==> config.mk <==
export PLATFORM = sky130hd
export DESIGN_NAME = proc_ctrl_fsm
export DESIGN_NICKNAME = d
export VERILOG_FILES = /design/src/rtl/proc_ctrl_pkg.sv /design/src/rtl/ctrl_wait_cnt.sv /design/src/rtl/proc_ctrl_fsm.sv
export SDC_FILE = /design/constraint.sdc
export NUM_CORES = 1
export LEC_CHECK = 0
export CORE_AREA = 2 2 61 63
export CTS_BUF_LIST = sky130_fd_sc_hd__clkbuf_16
export DETAILED_ROUTE_END_ITERATION = 8
export DIE_AREA = 0 0 63 65
export PLACE_DENSITY = 0.77
export SLEW_MARGIN = 20
export SYNTH_ARGS = -nofsm -noshare
export SYNTH_HDL_FRONTEND = slang
export SYNTH_SLANG_ARGS = --single-unit
==> constraint.sdc <==
create_clock -name clk -period 1.9 [get_ports clk]
set_input_delay 0.57 -clock clk [delete_from_list [all_inputs] [get_ports clk]]
set_output_delay 0.57 -clock clk [all_outputs]
set_load 0.02 [all_outputs]
==> src/rtl/proc_ctrl_pkg.sv <==
// Shared definitions for the multi-cycle processor control unit:
// opcode class codes, controller states and datapath select encodings.
`default_nettype none

package proc_ctrl_pkg;

   localparam int unsigned CLS_REG_ALU     = 1;
   localparam int unsigned CLS_REG_I_ALU   = 2;
   localparam int unsigned CLS_REG_WRITE   = 3;
   localparam int unsigned CLS_JUMP_I      = 4;
   localparam int unsigned CLS_JUMP_COND   = 5;
   localparam int unsigned CLS_INC_QCLK    = 6;
   localparam int unsigned CLS_PULSE       = 8;
   localparam int unsigned CLS_PULSE_TIMED = 9;
   localparam int unsigned CLS_SYNC        = 10;
   localparam int unsigned CLS_FPROC       = 11;
   localparam int unsigned CLS_DONE        = 15;

   typedef enum logic [2:0] {
      S_FETCH      = 3'd0,
      S_DECODE     = 3'd1,
      S_ALU_WAIT   = 3'd2,
      S_PULSE_WAIT = 3'd3,
      S_SYNC_WAIT  = 3'd4,
      S_FPROC_WAIT = 3'd5,
      S_DONE       = 3'd6,
      S_ERR        = 3'd7
   } ctrl_state_e;

   localparam logic [1:0] WSEL_CMD   = 2'd0;
   localparam logic [1:0] WSEL_ALU   = 2'd1;
   localparam logic [1:0] WSEL_FPROC = 2'd2;

   localparam logic ASEL_CMD = 1'b0;
   localparam logic ASEL_REG = 1'b1;

   function automatic logic is_alu_class(input int unsigned cls);
      return (cls == CLS_REG_ALU) || (cls == CLS_REG_I_ALU) ||
             (cls == CLS_JUMP_COND) || (cls == CLS_INC_QCLK);
   endfunction

endpackage

`default_nettype wire

==> src/rtl/ctrl_wait_cnt.sv <==
// Loadable down-counter shared by the fetch and ALU latency waits.
`default_nettype none

module ctrl_wait_cnt #(
   parameter int WIDTH = 2
) (
   input  logic             clk,
   input  logic             rstn,
   input  logic             load,
   input  logic [WIDTH-1:0] load_val,
   input  logic             dec,
   output logic             zero
);

   logic [WIDTH-1:0] count;

   always_ff @(posedge clk or negedge rstn) begin
      if (!rstn) begin
         count <= '0;
      end else if (load) begin
         count <= load_val;
      end else if (dec && (count != '0)) begin
         count <= count - 1'b1;
      end
   end

   assign zero = (count == '0);

endmodule

`default_nettype wire

==> src/rtl/proc_ctrl_fsm.sv <==
// Multi-cycle fetch/decode/execute controller; every control output is registered
// and reflects the action of the cycle the controller is currently in.
`default_nettype none

module proc_ctrl_fsm
   import proc_ctrl_pkg::*;
#(
   parameter int OPCODE_WIDTH    = 8,
   parameter int MEM_READ_CYCLES = 2,
   parameter int ALU_LATENCY     = 1
) (
   input  logic                    clk,
   input  logic                    rstn,
   input  logic [OPCODE_WIDTH-1:0] opcode,
   input  logic                    alu_cond,
   input  logic                    qclk_trig,
   input  logic                    sync_ready,
   input  logic                    fproc_ready,
   output logic [2:0]              alu_opcode,
   output logic                    alu_in0_sel,
   output logic                    alu_in1_sel,
   output logic                    reg_write_en,
   output logic [1:0]              reg_write_sel,
   output logic                    c_strobe_enable,
   output logic                    instr_ptr_en,
   output logic                    instr_ptr_load_en,
   output logic                    qclk_load_en,
   output logic                    mem_read_en,
   output logic                    sync_out_valid,
   output logic                    fproc_out_valid,
   output logic                    done_gate,
   output logic                    err_illegal
);

   localparam int CLS_W    = OPCODE_WIDTH - 3;
   localparam int MAX_WAIT = (MEM_READ_CYCLES > ALU_LATENCY) ? MEM_READ_CYCLES : ALU_LATENCY;
   localparam int CNT_W    = $clog2(MAX_WAIT + 1);
   localparam logic [CNT_W-1:0] FETCH_PRELOAD = CNT_W'(MEM_READ_CYCLES - 1);
   localparam logic [CNT_W-1:0] ALU_PRELOAD   = CNT_W'((ALU_LATENCY > 1) ? ALU_LATENCY - 2 : 0);

   ctrl_state_e       state;
   logic [CLS_W-1:0]  cls_reg;
   logic              retire;
   int unsigned       cls_in;
   int unsigned       cls_q;
   logic              cnt_load;
   logic              cnt_dec;
   logic              cnt_zero;
   logic [CNT_W-1:0]  cnt_load_val;
   logic              alu_fin;
   logic              pulse_fire;

   assign cls_in = 32'(opcode[OPCODE_WIDTH-1:3]);
   assign cls_q  = 32'(cls_reg);

   // retire marks the last cycle of an instruction; the next edge always restarts FETCH
   always_comb begin
      alu_fin = 1'b0;
      if (!retire) begin
         if ((state == S_DECODE) && is_alu_class(cls_q) && (ALU_LATENCY == 1)) begin
            alu_fin = 1'b1;
         end
         if ((state == S_ALU_WAIT) && cnt_zero) begin
            alu_fin = 1'b1;
         end
      end
   end

   assign pulse_fire = !retire && qclk_trig &&
                       ((state == S_PULSE_WAIT) ||
                        ((state == S_DECODE) && (cls_q == CLS_PULSE_TIMED)));

   assign cnt_load     = retire || ((state == S_FETCH) && !mem_read_en) ||
                         ((state == S_DECODE) && is_alu_class(cls_q));
   assign cnt_load_val = ((state == S_DECODE) && !retire) ? ALU_PRELOAD : FETCH_PRELOAD;
   assign cnt_dec      = ((state == S_FETCH) && mem_read_en) ||
                         ((state == S_ALU_WAIT) && !retire);

   ctrl_wait_cnt #(
      .WIDTH (CNT_W)
   ) u_wait_cnt (
      .clk      (clk),
      .rstn     (rstn),
      .load     (cnt_load),
      .load_val (cnt_load_val),
      .dec      (cnt_dec),
      .zero     (cnt_zero)
   );

   always_ff @(posedge clk or negedge rstn) begin
      if (!rstn) begin
         state             <= S_FETCH;
         cls_reg           <= '0;
         retire            <= 1'b0;
         alu_opcode        <= '0;
         alu_in0_sel       <= ASEL_CMD;
         alu_in1_sel       <= ASEL_CMD;
         reg_write_en      <= 1'b0;
         reg_write_sel     <= WSEL_CMD;
         c_strobe_enable   <= 1'b0;
         instr_ptr_en      <= 1'b0;
         instr_ptr_load_en <= 1'b0;
         qclk_load_en      <= 1'b0;
         mem_read_en       <= 1'b0;
         sync_out_valid    <= 1'b0;
         fproc_out_valid   <= 1'b0;
         done_gate         <= 1'b0;
         err_illegal       <= 1'b0;
      end else begin
         reg_write_en      <= 1'b0;
         reg_write_sel     <= WSEL_CMD;
         c_strobe_enable   <= 1'b0;
         instr_ptr_en      <= 1'b0;
         instr_ptr_load_en <= 1'b0;
         qclk_load_en      <= 1'b0;
         retire            <= 1'b0;

         if (retire) begin
            state       <= S_FETCH;
            mem_read_en <= 1'b1;
            alu_in0_sel <= ASEL_CMD;
            alu_in1_sel <= ASEL_CMD;
         end else begin
            case (state)
               S_FETCH: begin
                  if (!mem_read_en) begin
                     mem_read_en <= 1'b1;
                  end else if (cnt_zero) begin
                     mem_read_en <= 1'b0;
                     cls_reg     <= opcode[OPCODE_WIDTH-1:3];
                     alu_opcode  <= opcode[2:0];
                     state       <= S_DECODE;
                     // Single-cycle classes act in the decode cycle itself
                     case (cls_in)
                        CLS_PULSE: begin
                           c_strobe_enable <= 1'b1;
                           instr_ptr_en    <= 1'b1;
                           retire          <= 1'b1;
                        end
                        CLS_REG_WRITE: begin
                           reg_write_en  <= 1'b1;
                           reg_write_sel <= WSEL_CMD;
                           instr_ptr_en  <= 1'b1;
                           retire        <= 1'b1;
                        end
                        CLS_JUMP_I: begin
                           instr_ptr_load_en <= 1'b1;
                           retire            <= 1'b1;
                        end
                        CLS_REG_ALU: begin
                           alu_in0_sel <= ASEL_REG;
                           alu_in1_sel <= ASEL_REG;
                        end
                        CLS_REG_I_ALU, CLS_JUMP_COND, CLS_INC_QCLK: begin
                           alu_in1_sel <= ASEL_REG;
                        end
                        default: ;
                     endcase
                  end
               end
               S_DECODE: begin
                  if (is_alu_class(cls_q)) begin
                     state <= S_ALU_WAIT;
                  end else begin
                     case (cls_q)
                        CLS_PULSE_TIMED: state <= S_PULSE_WAIT;
                        CLS_SYNC: begin
                           state          <= S_SYNC_WAIT;
                           sync_out_valid <= 1'b1;
                        end
                        CLS_FPROC: begin
                           state           <= S_FPROC_WAIT;
                           fproc_out_valid <= 1'b1;
                        end
                        CLS_DONE: begin
                           state     <= S_DONE;
                           done_gate <= 1'b1;
                        end
                        default: begin
                           state       <= S_ERR;
                           err_illegal <= 1'b1;
                        end
                     endcase
                  end
               end
               S_SYNC_WAIT: begin
                  if (sync_ready) begin
                     sync_out_valid <= 1'b0;
                     instr_ptr_en   <= 1'b1;
                     retire         <= 1'b1;
                  end
               end
               S_FPROC_WAIT: begin
                  if (fproc_ready) begin
                     fproc_out_valid <= 1'b0;
                     reg_write_en    <= 1'b1;
                     reg_write_sel   <= WSEL_FPROC;
                     instr_ptr_en    <= 1'b1;
                     retire          <= 1'b1;
                  end
               end
               default: ;
            endcase

            if (alu_fin) begin
               retire <= 1'b1;
               case (cls_q)
                  CLS_JUMP_COND: begin
                     instr_ptr_load_en <= alu_cond;
                     instr_ptr_en      <= !alu_cond;
                  end
                  CLS_INC_QCLK: begin
                     qclk_load_en <= 1'b1;
                     instr_ptr_en <= 1'b1;
                  end
                  default: begin
                     reg_write_en  <= 1'b1;
                     reg_write_sel <= WSEL_ALU;
                     instr_ptr_en  <= 1'b1;
                  end
               endcase
            end

            if (pulse_fire) begin
               c_strobe_enable <= 1'b1;
               instr_ptr_en    <= 1'b1;
               retire          <= 1'b1;
            end
         end
      end
   end

endmodule

`default_nettype wire

==> summary.txt <==
Global routing
  • Initial antenna violation count: 0
  • Overall Global Routing Usage: 18.6%
  • Total grt overflow: 0
  • Vias in the first global route: 1293
  • Largest net degree at the start of global routing: 29
  • First-pass GRT wire length: 6.02 mm

Pwr
  • Switching Share: 39.8%
  • PnR Total Power: 0.00300 W
  • PD cells: between 1500 and 2000 nW/um^2
  • Combinational cell fraction of total power: 48.7%
  • VDD IR max: 0.759 mV
  • Leak: 0.863 nW
  • Sequential Power Share: 35.2%
  • Internal Pwr Total: between 0.0015 and 0.002 W
  • Clock power frac: 16.1%
  • NetSw: approximately 0.0012 W

Finish
  • FILL cells: between 300 and 400
  • Area Overhead vs Synth: 35.1%
  • Ant. Diodes: 0
  • Final Instance Area: 1990 sq um
  • Multi-input gate area: about 690 sq um
  • Layout cell share with drive strength beyond 1: about 15%
  • Max reg flops: 5
  • Final net count: 203
  • Final Instance Count excl. Fillers: 235
  • Register area: 701 sq um

Timing
  • Setup-failing EPs final: 0
  • Final period util: between 90% and 100%
  • Post-layout min period: 1800 ps
  • Achievable clock frequency: 555 MHz
  • Slew HR: just under 70%
  • Skew final: 2.78 ps
  • Worst slew pin tran: 474 ps
  • Final Hold Fails: 0
  • RSZ-0062 raised after global routing: false
  • Worst setup margin: 98.8 ps
  • Hold Slack: 477 ps
  • Final Slew Violations: 0

Synthesis
  • Synth area leader: dfrtp_1
  • Post-synth EDFFs: 0
  • Async set-reset flop share out of synthesis: 100%
  • Syn nets: ~160
  • Share of the synthesized area in the top cell type: 47.5%
  • Netlist cell types: 44
  • Synth Cell Area: roughly 1500 sq um
  • Warnings from Yosys: 0
  • Syn avg cell area: 10.0 sq um
  • Yosys reg bits: 28
  • Post-synthesis cell count: 147
  • Largest cells by area after synthesis: dfrtp_1 47%, nor2_1 3.8%, mux2_2 3.1%
  • Ys flop type: dfrtp_1
  • Register area share after synthesis: 47.5%

Floorplanning
  • Die width: ~63 um
  • Io pins: 31
  • Die Area: 4100 sq um
  • Die Y-Extent: roughly 65 um
  • Core region area: 3500 sq um
  • Initial Utilization: 42.2%
  • Site row count: 22

Worst hold path
  • Hold/Removal Path Class: register to register

Setup path
  • Critical Path RT: 1330 ps
  • Crit. End Element: primary output
  • WP data arrival: 1230 ps
  • Crit-path cells: clkdlybuf4s50_1
  • Worst R2R Setup Slack: 190 ps
  • CP max stage cell: clkdlybuf4s50_1
  • Critical path type: register to primary output
  • CP max stage delay: about 610 ps
  • Buf+Inv Stages, Crit Path: 1
  • Worst Setup Start Kind: register
  • CP top delay family: buffers and inverters
  • Crit-path max FO: 2

Route
  • DRT iter0 DRCs: 44
  • Drt wl/cell: 14.9 um
  • Drt pass-1 iters: 4
  • Drt total wl: 3.49 mm
  • DR DRC count: 0
  • DRT antenna net count: 0
  • Vias after detailed routing: 1255
  • Via-per-instance ratio: 5.34

Clocking
  • CTS buffer count: 3
  • Clock latency on the worst-skew pair: roughly 260 ps
  • Root Buffer: clkbuf_16
  • H-Tree Depth: 1
  • Clk slew on worst S/H paths: roughly 70 ps
  • Clock tree buffer depth: 2
  • Hold buffers post-CTS: 0
  • CTS tree: done
  • CTS Sinks: 28

Place
  • PortBufs: 30
  • Pre-CTS setup slack: -17.7 ps
  • DP HPWL: 2.70 mm
  • Placer congestion estimate: 0.866
  • Dpl cells: 231
  • DP Area: approximately 1900 sq um

Outcome
  • Run status: finished, final reports clean

Run
  • Max-cap violation count: 0
path summary, 6_finish.rpt:
kind / start / to / depth (start not counted)
max: done_gate$_DFFE_PN0P_ / done_gate / 1
min: done_gate$_DFFE_PN0P_ / done_gate$_DFFE_PN0P_ / 1
max reg2reg: u_wait_cnt.count[0]$_DFFE_PN0P_ / instr_ptr_en$_DFF_PN0_ / 7
min reg2reg: done_gate$_DFFE_PN0P_ / done_gate$_DFFE_PN0P_ / 1
max in group asynchronous: rstn / cls_reg[3]$_DFFE_PN0P_ / 2
min in group asynchronous: rstn / reg_write_en$_DFF_PN0_ / 2
metal layers:
metal	global-route usage, %	routed length (um)
met5	0	0
met4	6.94	80
met3	2.43	102
met2	31.1	1680
met1	24.6	1640
Yosys cell counts (all sizes together), types with 2 or more instances:
master and instances:
dfrtp 28, nor2 15, nand2 10, nor3 8
o21ai 8, inv 7, mux2 7, nand2b 6
buf 5, clkbuf 5, a21oi 4, a31oi 4
nor2b 4, nand3b 3, o31ai 3, a22oi 2
and2 2, and3 2, nand4 2, nor4 2
xnor2 2, xor2 2
power by group through the flow:
stage | sequential, W | clock [W] | combinational (W)
after global placement | 0.00105 | 0 | 0.00143
after detailed placement | 0.00107 | 0 | 0.00146
after CTS | 0.00106 | 0.000481 | 0.00147
final | 0.00106 | 0.000483 | 0.00146
after floorplan | 0.00107 | 0 | 0.000916
after global routing | 0.00111 | 0.000506 | 0.00159
cell usage in the layout (no fill, tap or decap), types with 2 or more instances in the layout:
master	instances
buf_4	15
clkdlybuf4s50_1	29
a31oi_1	4
xor2_1	2
a22oi_1	2
and2_1	2
nor3_1	7
and3_1	2
mux2_2	4
nor2b_1	4
a21oi_1	4
o31ai_1	3
clkbuf_16	3
xnor2_1	2
mux2_1	3
dfrtp_1	28
nand3b_1	3
o21ai_0	7
inv_1	7
nand2_1	10
nor2_1	15
nand2b_1	6
area by class of cell:
cell class / instances / share of cell area, %
sequential: 28 / 35.2
multi-input combinational: 102 / 34.7
timing repair buffer: 46 / 21.8
clock buffer: 3 / 3.77
tap: 48 / 3.01
inverter: 7 / 1.32
clock inverter: 1 / 0.188
cell families (layout without fill, tap and decap cells):
| family | count (synthesis) | after routing | share of synthesized area, % |
|---|---|---|---|
| AO/OA/AOI/OAI | 32 | 32 | 15.4 |
| XOR/XNOR | 4 | 4 | 2.38 |
| adder cells (fa/ha/maj) | 1 | 1 | 0.848 |
| buffers and inverters | 17 | 57 | 5.60 |
| flip-flops | 28 | 28 | 47.5 |
| multiplexers | 8 | 8 | 6.02 |
| AND/OR/NAND/NOR | 57 | 57 | 22.3 |
repair_timing:
action	4_1_cts	5_1_grt
gates resized for setup	0	1
setup endpoints to repair	0	1
endpoints found under the hold margin	0	0
setup buffers	0	0
through the flow:
step / util, % / TNS, ps
6_report: 57.0 / 0
5_1_grt: 57.0 / 0
4_1_cts: 56.9 / 0
3_5_place_dp: 54.7 / -17.7
3_3_place_gp: 54.7 / 0
2_1_floorplan: - / 0
(Power assumes the default switching activity.)
==> edit 1 (same flow settings) <==
Put one more register stage on the output `err_illegal`, cleared by the reset. The value now appears one clock later. The other outputs are not delayed to match.
--- a/src/rtl/proc_ctrl_fsm.sv
+++ b/src/rtl/proc_ctrl_fsm.sv
@@ -38,6 +38,8 @@
    localparam logic [CNT_W-1:0] FETCH_PRELOAD = CNT_W'(MEM_READ_CYCLES - 1);
    localparam logic [CNT_W-1:0] ALU_PRELOAD   = CNT_W'((ALU_LATENCY > 1) ? ALU_LATENCY - 2 : 0);
 
+   logic err_illegal_s0;
+
    ctrl_state_e       state;
    logic [CLS_W-1:0]  cls_reg;
    logic              retire;
@@ -105,7 +107,7 @@
          sync_out_valid    <= 1'b0;
          fproc_out_valid   <= 1'b0;
          done_gate         <= 1'b0;
-         err_illegal       <= 1'b0;
+         err_illegal_s0    <= 1'b0;
       end else begin
          reg_write_en      <= 1'b0;
          reg_write_sel     <= WSEL_CMD;
@@ -178,7 +180,7 @@
                         end
                         default: begin
                            state       <= S_ERR;
-                           err_illegal <= 1'b1;
+                           err_illegal_s0 <= 1'b1;
                         end
                      endcase
                   end
@@ -230,6 +232,14 @@
       end
    end
 
+   always_ff @(posedge clk or negedge rstn) begin
+      if (!rstn) begin
+         err_illegal <= '0;
+      end else begin
+         err_illegal <= err_illegal_s0;
+      end
+   end
+
 endmodule
 
 `default_nettype wire
Function: changed (Yosys sat finds a counterexample within 10 cycles, from zero or initial values and one cycle with rstn low).
==> edit 1 against the unedited design <==
Sequential cell count up 1; sequential share of layout area fell by 0.28 points; count of clock-buffer cells in the layout rose by 2; largest cell class unchanged; first-iteration DRC count rose by 34%; final area rose by 4.4%; critical endpoint is now instr_ptr_en; clock skew increased by 0.0038 ns; maximum frequency decreased by 1.2%; non-clock buffer count decreased by 2; setup slack worse by 0.022 ns; total power up 9.4%; area after synthesis grew 2.7%; routed wire length increased by 4.0%; critical path depth unchanged.
==> edit 1: results (changes against the unedited design) <==
GRT
  • First-pass GRT wire length: 6070 um (+0.81%)
  • Largest net degree at the start of global routing: 30 (+3.4%)
  • Total GRT Usage: 19.8% (+1.2 points)
  • Vias in the first global route: 1,263 (-2.3%)
  • Initial antenna violation count: 0 (unchanged)

Synth
  • Syn avg cell area: 10.7 um^2 (+6.3%)
  • Yosys cell types: 47 (+6.8%)
  • Commonest cells post-synth: dfrtp_1, nor2_1, inv_1, mux2_4
  • Post-synthesis mux area share: 9.33% (+3.3 points)
  • Synth Net Count: 157 (-3.1%)
  • Complex-gate fraction of the synthesized area: 12.5% (-2.9 points)
  • Sequential element share of the synthesized area: 47.9% (+0.40 points)
  • Xor and xnor area share after synthesis: 2.31% (-0.063 points)
  • Synth top area cells: dfrtp_1, mux2_4, nor2_1
  • Post-Synth Adder-Cell Area: 0.826% (-0.022 points)

Placement
  • Area after DPL: 0.00193 mm^2 (+0.85%)
  • Final GP Congestion: 0.837 (-3.4%)
  • Post-DP HPWL: 2650 um (-1.6%)
  • DP Worst Slack: -0.109 ns (-0.0917 ns)

Clock tree
  • CTS buffer count: 5 (+2)
  • Clk_lat worst skew: 0.28 ns (+0.02 ns)
  • H-tree depth: 2 (+1)
  • Post_cts resized: 1 (+1)
  • Reg clk slew, reported paths: 0.05 ns (-0.02 ns)
  • Clock root buffer: clkbuf_16

Worst setup path
  • Arr. time, crit path: 1.25 ns (+0.02 ns)
  • Worst r2r src: state[2]$_DFFE_PN0P_
  • Reg2Reg Setup Slack: 0.10 ns (-0.09 ns)
  • Crit-path max FO: 1 (-1)
  • Crit-path slowest cell: clkdlybuf4s50_1
  • R2R cell count: 5 (-2)

Power and ir drop
  • VDD IR max: 0.923 mV (+22%)
  • Cell leakage power: 0.000930 uW (+7.8%)

Status
  • Status: complete, no violations

Drt
  • Total wire length: 3630 um (+4.0%)
  • 1st-iter DRT viols: 59 (+34%)
  • TritonRoute pass-1 iters: 4 (unchanged)
  • Via density: 5.46 (+2.3%)

Finish
  • Fin util: 59.5% (+2.5 points)
  • Fillers: 288 (-9.1%)
  • Finished Layout Cells: 233 (-0.85%)
  • Nets: 199 (-2.0%)
  • Layout cells sized above 1: 18.9% (+3.9 points)

Worst hold path
  • Hold depth: 0 (-1)
  • Worst Hold Endpoint: err_illegal$_DFF_PN0_
  • Hold Path Origin: err_illegal_s0$_DFFE_PN0P_

Timing
  • Slew HR: 66.4% (-1.1 points)
  • Fmax: 0.548 GHz (-1.2%)
  • Clock Skews: 0.00658 ns (+0.00380 ns)
  • Hold_ws: 0.372 ns (-0.105 ns)
[edit 1: per-layer routing]
layer	vias to the layer above	part of all wire (%)	track usage [%]
met3	6	6.3	6.08
li1	595	-	-
met5	-	0	0
met2	52	49	31.8
met4	0	1.5	9.17
met1	620	43	24.5
[edit 1: cells by family (layout without fill, tap and decap cells)]
kind of cell               Yosys count  in the layout
adders and majority gates            1              1
DFF                                 29             29
AOI/OAI and AO/OA                   28             28
and+or+nand+nor                     53             53
xor gates and xnor gates             4              4
muxes                               10             10
buffers and inverters               17             60
[edit 1: layout make-up]
cell class | instances | share of cell area (%)
sequential | 29 | 34.9
multi-input combinational | 96 | 34.5
timing repair buffer | 44 | 19.4
clock buffer | 5 | 6.01
tap | 48 | 2.89
inverter | 8 | 1.44
clock inverter | 3 | 0.842
[edit 1: how the worst max path moves through the flow]
stage	startpoint	to	cells after the start
detailed placement	opcode[7]	instr_ptr_en$_DFF_PN0_	5
global placement	opcode[7]	instr_ptr_en$_DFF_PN0_	5
global route	instr_ptr_en$_DFF_PN0_	instr_ptr_en	1
floorplan	state[0]$_DFFE_PN0P_	alu_opcode[0]$_DFFE_PN0P_	5
finish	instr_ptr_en$_DFF_PN0_	instr_ptr_en	1
CTS	state[2]$_DFFE_PN0P_	alu_opcode[1]$_DFFE_PN0P_	3
[edit 1: power breakdown]
part / switching, uW / leakage (uW) / total (uW) / internal, uW
registers: 205 / 0.000356 / 1050 / 840
logic: 738 / 0.000504 / 1490 / 747
clock network: 275 / 0.0000696 / 753 / 478
total: 1220 / 0.000930 / 3280 / 2070
[edit 1: worst reg2reg max path, stage by stage, from the launching register on]
cell	delay, ns
dfrtp_1	0.38
buf_4	0.17
nor4b_1	0.49
and3_1	0.30
nor3b_1	0.11
a311oi_1	0.26
==> edit 2 (same flow settings) <==
Made on the original files. Change the parameter `ALU_LATENCY` from 1 to 2.
--- a/src/rtl/proc_ctrl_fsm.sv
+++ b/src/rtl/proc_ctrl_fsm.sv
@@ -7,7 +7,7 @@
 #(
    parameter int OPCODE_WIDTH    = 8,
    parameter int MEM_READ_CYCLES = 2,
-   parameter int ALU_LATENCY     = 1
+   parameter int ALU_LATENCY     = 2
 ) (
    input  logic                    clk,
    input  logic                    rstn,
Behaviour: not the same (a bounded check fails within 10 cycles, from zero or initial values and one cycle with rstn low).
==> edit 2 against the unedited design <==
Routed wire length down 4.5%; synthesized cell count down 7.5%; worst hold slack worse by 0.012 ns; first-iteration DRC count unchanged; total power down 0.56%; area after synthesis up 1.3%; maximum frequency down 1.4%; non-clock buffer count down 3; setup slack worse by 0.026 ns; final area down 1.0%; sequential cell count unchanged; count of clock-buffer cells in the layout unchanged.
==> edit 2: results (changes against the unedited design) <==
Timing
  • Hold_ws: 0.465 ns (-0.0121 ns)
  • Slew at the pin closest to its max-slew limit: 0.459 ns (-0.0147 ns)
  • Clock Skews: 0.00466 ns (+0.00187 ns)

GRT
  • GRT met3 Usage: 2.60% (+0.17 points)
  • M1 GR Usage: 21.6% (-3.0 points)
  • Met2 track demand over resource: 29.7% (-1.5 points)
  • First-pass GRT wire length: 5490 um (-8.8%)
  • Vias in the first global route: 1,178 (-8.9%)
  • Total GRT Usage: 17.2% (-1.4 points)
  • Initial antenna violation count: 0 (unchanged)

Clock tree
  • H-tree depth: 1 (unchanged)
  • Reg clk slew, reported paths: 0.07 ns (about the same)
  • Post-CTS Setup Repair Bufs: 0 (unchanged)
  • Clock root buffer: clkbuf_16

Worst setup path
  • Crit-path max FO: 3 (+1)
  • Cell family with most CP delay: buffers and inverters
  • Worst r2r src: u_wait_cnt.count[0]$_DFFE_PN0P_
  • R2R cell count: 5 (-2)
  • CP max stage delay: approximately 0.62 ns
  • Arr. time, crit path: 1.26 ns (+0.03 ns)
  • R2R Path End: alu_in0_sel$_DFFE_PN0P_
  • Crit-path slowest cell: clkdlybuf4s50_1

Synth
  • Syn avg cell area: 11.0 um^2 (+9.5%)
  • Xor and xnor area share after synthesis: 1.17% (-1.2 points)
  • Complex-gate fraction of the synthesized area: 15.5% (+0.14 points)
  • Synth Net Count: 151 (-6.8%)
  • Commonest cells post-synth: dfrtp_1, mux2_2, inv_1
  • Sequential element share of the synthesized area: 46.9% (-0.60 points)
  • Post-synth ARST share: 100% (unchanged)
  • Post-synthesis mux area share: 7.54% (+1.5 points)
  • Synth top area cells: dfrtp_1, mux2_2, nand2b_1
  • Post-Synth Adder-Cell Area: 1.51% (+0.66 points)
  • Yosys cell types: 50 (+14%)

Placement
  • Placed Cells: 218 (-5.6%)
  • Area after DPL: 0.00190 mm^2 (-0.72%)
  • DP Worst Slack: -0.0340 ns (-0.0164 ns)
  • Port bufs: 30 (unchanged)
  • Final GP Congestion: 0.835 (-3.5%)
  • Post-DP HPWL: 2530 um (-6.3%)

Drt
  • WL met2: 1670 um (-0.48%)
  • Met1 WL: 1340 um (-18%)
  • TritonRoute pass-1 iters: 4 (unchanged)
  • 1st-iter DRT viols: 44 (unchanged)
  • Total wire length: 3340 um (-4.5%)
  • Max Used Layer: met4
  • Via density: 5.63 (+5.5%)
  • Metal3 WL: 262 um (+160%)

Power and ir drop
  • Pint: 1820 uW (+0.54%)
  • VDD IR max: 0.729 mV (-3.9%)
  • Cell leakage power: 0.000805 uW (-6.7%)
  • Clk pwr share: 15.8% (-0.3 points)
  • Sequential share of power: 36.4% (+1.2 points)
  • Sw frac: 39.2% (-0.67 points)

Worst hold path
  • Hold depth: 1 (unchanged)

Finish
  • Finished Layout Cells: 221 (-6.0%)
  • Layout cells sized above 1: 20.2% (+5.3 points)
  • Nets: 190 (-6.4%)

Status
  • Status: complete, no violations
==> edit 2: final cells by class <==
| type | instances | area (um^2) |
|---|---|---|
| Multi-Input combinational cell | 91 | 709 |
| Inverter | 8 | 30.0 |
| Clock buffer | 3 | 75.1 |
| Tap cell | 48 | 60.1 |
| Sequential cell | 28 | 701 |
| Fill cell | 324 | 1520 |
| Timing Repair Buffer | 43 | 398 |
==> edit 2: worst max-delay path by stage <==
| stage | slack [ns] | from | end | cells after the start |
|---|---|---|---|---|
| after floorplan | 0.16 | mem_read_en$_DFFE_PN0N_ | u_wait_cnt.count[1]$_DFFE_PN0P_ | 4 |
| after global placement | 0.009 | opcode[3] | retire$_DFF_PN0_ | 5 |
| after detailed placement | -0.03 | opcode[3] | retire$_DFF_PN0_ | 5 |
| after CTS | 0.07 | mem_read_en$_DFFE_PN0N_ | mem_read_en | 1 |
| after global routing | 0.05 | mem_read_en$_DFFE_PN0N_ | mem_read_en | 1 |
| final | 0.07 | mem_read_en$_DFFE_PN0N_ | mem_read_en | 1 |
